$ cat src/rtl/imem_port_arbiter.sv
// Instruction BRAM port arbiter: shares port A between the dual-issue fetch path and
// the program loader, and returns a registered-valid instruction pair (NOOP-filled otherwise).
module imem_port_arbiter #(
    parameter int          ADDR_W      = 11,
    parameter int          DATA_W      = 32,
    parameter int          MAX_BURST   = 16,
    // Opcode field of the NOOP instruction in the ISA opcode table.
    parameter logic [5:0]  NOOP_OPCODE = 6'h15
) (
    input  logic              clk,
    input  logic              rst,

    input  logic              fetch_req,
    input  logic [29:0]       fetch_addr,
    input  logic              fetch_flush,
    output logic              fetch_gnt,
    output logic              fetch_valid,
    output logic [DATA_W-1:0] instr0,
    output logic [DATA_W-1:0] instr1,

    input  logic              ld_req,
    input  logic [ADDR_W-1:0] ld_addr,
    input  logic [DATA_W-1:0] ld_data,
    output logic              ld_ack,
    output logic              load_busy,

    output logic [ADDR_W-1:0] bram_addra,
    output logic [ADDR_W-1:0] bram_addrb,
    output logic              bram_wea,
    output logic [DATA_W-1:0] bram_dina,
    input  logic [DATA_W-1:0] bram_douta,
    input  logic [DATA_W-1:0] bram_doutb
);

    localparam int                CNT_W      = $clog2(MAX_BURST + 1);
    localparam logic [CNT_W-1:0]  BURST_LAST = CNT_W'(MAX_BURST - 1);
    localparam logic [DATA_W-1:0] NOOP_WORD  = {NOOP_OPCODE, {(DATA_W-6){1'b0}}};

    typedef enum logic [1:0] {
        ST_FETCH = 2'd0,
        ST_LOAD  = 2'd1,
        ST_YIELD = 2'd2
    } state_t;

    state_t             state_q;
    logic [CNT_W-1:0]   cnt_q;
    logic               fetch_valid_q;
    logic [ADDR_W-1:0]  addra_q;
    logic [ADDR_W-1:0]  addra_d;
    logic [DATA_W-1:0]  dina_q;
    logic [DATA_W-1:0]  dina_d;
    logic               unused_fetch_addr_hi;

    // Only the low ADDR_W bits of the fetch word address reach the BRAM.
    assign unused_fetch_addr_hi = ^fetch_addr[29:ADDR_W];

    // Grant: loader has priority except in ST_YIELD, where a pending fetch takes
    // the slot; if no fetch is pending the loader still gets it.
    always_comb begin
        fetch_gnt = 1'b0;
        ld_ack    = 1'b0;
        if (!rst) begin
            if (state_q == ST_YIELD) begin
                if (fetch_req) begin
                    fetch_gnt = 1'b1;
                end else if (ld_req) begin
                    ld_ack = 1'b1;
                end
            end else begin
                if (ld_req) begin
                    ld_ack = 1'b1;
                end else if (fetch_req) begin
                    fetch_gnt = 1'b1;
                end
            end
        end
    end

    always_comb begin
        addra_d = addra_q;
        dina_d  = dina_q;
        if (fetch_gnt) begin
            addra_d = fetch_addr[ADDR_W-1:0];
        end else if (ld_ack) begin
            addra_d = ld_addr;
            dina_d  = ld_data;
        end
    end

    assign bram_addra = addra_d;
    assign bram_addrb = addra_d + ADDR_W'(1);
    assign bram_wea   = ld_ack;
    assign bram_dina  = dina_d;

    always_ff @(posedge clk) begin
        if (rst) begin
            state_q       <= ST_FETCH;
            cnt_q         <= '0;
            fetch_valid_q <= 1'b0;
            addra_q       <= '0;
            dina_q        <= '0;
        end else begin
            addra_q       <= addra_d;
            dina_q        <= dina_d;
            fetch_valid_q <= fetch_gnt & ~fetch_flush;
            if (ld_ack) begin
                if (cnt_q == BURST_LAST) begin
                    state_q <= ST_YIELD;
                    cnt_q   <= '0;
                end else begin
                    state_q <= ST_LOAD;
                    cnt_q   <= cnt_q + CNT_W'(1);
                end
            end else begin
                state_q <= ST_FETCH;
                cnt_q   <= '0;
            end
        end
    end

    assign fetch_valid = fetch_valid_q;
    assign load_busy   = (state_q == ST_LOAD);

    // Two issue lanes share the same NOOP substitution on invalid cycles.
    logic [DATA_W-1:0] lane_dout  [2];
    logic [DATA_W-1:0] lane_instr [2];

    assign lane_dout[0] = bram_douta;
    assign lane_dout[1] = bram_doutb;

    generate
        for (genvar gi = 0; gi < 2; gi++) begin : g_lane
            assign lane_instr[gi] = fetch_valid_q ? lane_dout[gi] : NOOP_WORD;
        end
    endgenerate

    assign instr0 = lane_instr[0];
    assign instr1 = lane_instr[1];

endmodule

$ cat config.mk
export PLATFORM = sky130hd
export DESIGN_NAME = imem_port_arbiter
export DESIGN_NICKNAME = d
export VERILOG_FILES = /design/src/rtl/imem_port_arbiter.sv
export SDC_FILE = /design/constraint.sdc
export NUM_CORES = 1
export LEC_CHECK = 0
export ABC_AREA = 1
export CAP_MARGIN = 20
export CORE_MARGIN = 5
export CORE_UTILIZATION = 32
export CTS_CLUSTER_DIAMETER = 100
export CTS_CLUSTER_SIZE = 14
export DETAILED_ROUTE_END_ITERATION = 8
export MAX_ROUTING_LAYER = met4
export PLACE_DENSITY = 0.81
export SLEW_MARGIN = 20
export SYNTH_ARGS = -nofsm -noshare
export SYNTH_HDL_FRONTEND = slang
export SYNTH_SLANG_ARGS = --single-unit
$ cat constraint.sdc
create_clock -name clk -period 2.8 [get_ports clk]
set_input_delay 0.7 -clock clk [delete_from_list [all_inputs] [get_ports clk]]
set_output_delay 0.7 -clock clk [all_outputs]
set_load 0.02 [all_outputs]
==> flow_summary.toml <==
[floorplanning]
io_pins = 265
die_h_um = 108
rows = 35
die_w_um = 108
die-area_um2 = 11700
start_util = 0.330
design.core.area_um2 = 9330

[sta]
fin_crit_sh = 1.03
skew_ns = 0.00452
grt_setup_unrepaired = "true"
max_freq_ghz = 0.347
setup_viol = 4
timing.final.hold_violations = 0
slew_viol_final = 0
timing.hold.ws_ns = 0.454
fin_ws_ns = -0.0779
max_slew.worst_pin.slew_ns = 0.397
slew_headroom = 0.735
fin_crit_ns = 2.88
final.setup.tns_ns = -0.136

[power]
p_total_w = 0.00210
p_leak_nw = 3.44
powerDensity_nw_per_um2 = 329
vdd.ir_drop.worst_mv = 0.206

[synthesis]
async_flop_share = 0
synth_seq_cells = 51
synth_most_common_cell = "inv_1"
yosys.area_share.simple = 0.374
synth_area_leaders = "dfxtp_1 (33%), inv_1 (16%), nand2_1 (13%)"
synth_compound_area_frac = 0.0719
yosysSeqAreaShare = 0.332
syn_avg_cell_area_um2 = 6.36
synth_xor_area_frac = 0.0142
synth_common_cells = "inv_1 (128), nand2_1 (104), dfxtp_1 (51), nor2_1 (51), o21ai_0 (31)"
synth_top_area_share = 0.332
synth_top_area_cell = "dfxtp_1"
syn_nets = 629
synth_edf_count = 0
synth_top_family_by_area = "simple AND/OR/NAND/NOR gates"
synth_cell_types = 32
synthFlopType = "dfxtp_1"
synth-adder-area-share = 0.0122
synth_mux_area_frac = 0
syn_inst = 484
ys.warnings.count = 0
syn-cell-area_um2 = 3080

[grt]
grt_pass1_wl_mm = 20.6
grt_use_total = 0.230
antenna_found_initial = 1
first_global_vias = 4115
grt_max_degree = 50
grt-ovfl-total = 0

[critical_path]
critPathArrivalTime_ns = 2.18
end_kind = "output pin"
crit_path_start_kind = "input pin"
cp.required_ns = 2.10
r2r_setup_slack_ns = 1.06
path_max_fanout = 6
crit_type = "input pin to output pin"

[finish]
drive_gt1_frac = 0.248
syn_to_final_growth_pct = 107
final_nets = 929

[place]
routabilityCongestion = 0.879
pre_cts_slack_ns = -1.01
io_buffers = 245
dp_hpwl_mm = 11.0

[clock_tree]
cts_sinks = 51
cts.path.max_buffers = 2
numCtsBuffers = 5
root_buffer = "clkbuf_8"
insertion_delay_ns = 0.30
htree_levels = 2
clk_pin_slew_ns = 0.09
cts_tree = "yes"

[outcome]
outcome = "finished, violations left"
violations = "setup timing"

[min_path]
hp-class = "flop to flop"

[route]
dr.pass1.iters = 4
ant_nets = 0
post_drt_via_cell_ratio = 4.30
drtIter0Drc = 217
wl_mm = 13.6
dr_total_vias = 3933
route.detailed.drc = 0
wl_per_cell_um = 14.8

[run]
drv_cap = 0
layer usage:
metal / GRT usage / share of wire / vias to the layer above
met1: 0.229 / 0.35 / 1738
li1: - / - / 1979
met3: 0.0710 / 0.097 / 29
met5: - / 0 / -
met4: 0.0803 / 0.039 / 0
met2: 0.422 / 0.51 / 187
per-stage QoR:
step	area [um2]	instances	util
2_1_floorplan	3140	484	-
3_3_place_gp	6110	898	0.655
3_5_place_dp	6110	898	0.655
4_1_cts	6320	913	0.677
5_1_grt	6390	915	0.685
6_report	6390	915	0.685
layout make-up:
| class | instances | area (um2) |
|---|---|---|
| timing repair buffer | 314 | 2940 |
| fill | 741 | 2940 |
| multi-input combinational | 280 | 1660 |
| sequential | 51 | 1020 |
| inverter | 132 | 515 |
| tap | 129 | 161 |
| clock buffer | 6 | 72.6 |
| clock inverter | 2 | 12.5 |
| antenna | 1 | 2.50 |
cell families (layout without fill, tap and decap cells):
| logic type | Yosys count | count (layout) |
|---|---|---|
| AO/OA/AOI/OAI | 40 | 40 |
| XOR/XNOR | 5 | 5 |
| adder cells (fa/ha/maj) | 3 | 3 |
| other | 0 | 1 |
| AND/OR/NAND/NOR | 232 | 232 |
| flip-flops | 51 | 51 |
| buffers and inverters | 153 | 454 |
worst paths after layout:
check        startpoint       endpoint  cells past startpoint
max reg2reg  state_q[0]      dina_q[5]                     10
min            cnt_q[0]       cnt_q[0]                      1
max           fetch_req  bram_addrb[8]                     12
min reg2reg    cnt_q[0]       cnt_q[0]                      1
sequential cells by signal (all words and copies together) (netlist names):
signal and count:
addra_q 11, cnt_q 5, dina_q 32, state_q 2, fetch_valid 1
repair_timing:
item / CTS / global route
setup buffers: 7 / 2
resized for setup: 186 / 46
hold buffers: 0 / 0
setup endpoints to repair: 57 / 43
pin swaps: 27 / 13
worst max-delay path: stages:
cell	delay [ns]
buf_8	0.08
nand3_4	0.11
buf_4	0.19
nand3b_1	0.16
nand3_4	0.11
nand2_4	0.11
nand3_4	0.10
nor2_4	0.25
nand2_1	0.09
nand2_1	0.08
nand2_2	0.06
buf_6	0.13
report_power, final:
part	switching (W)	leakage [nW]	internal (W)
Clock	0.000247	0.0412	0.000175
Combinational	0.000436	2.98	0.000466
Sequential	0.0000112	0.421	0.000769
placed cells by master, fill, tap and decap left out, drive strengths merged:
cell type and count:
a21oi 2, buf 87, clkbuf 14, clkdlybuf4s15 16, clkdlybuf4s50 178, clkinv 1, clkinvlp 1, dfxtp 51
diode 1, dlygate4sd2 21, dlymetal6s2s 4, ha 3, inv 132, nand2 117, nand3 18, nand3b 7
nor2 57, nor3b 1, o211ai 1, o21ai 37, or2 32, xor2 5
Note: power is estimated with default switching activity, not from simulation.
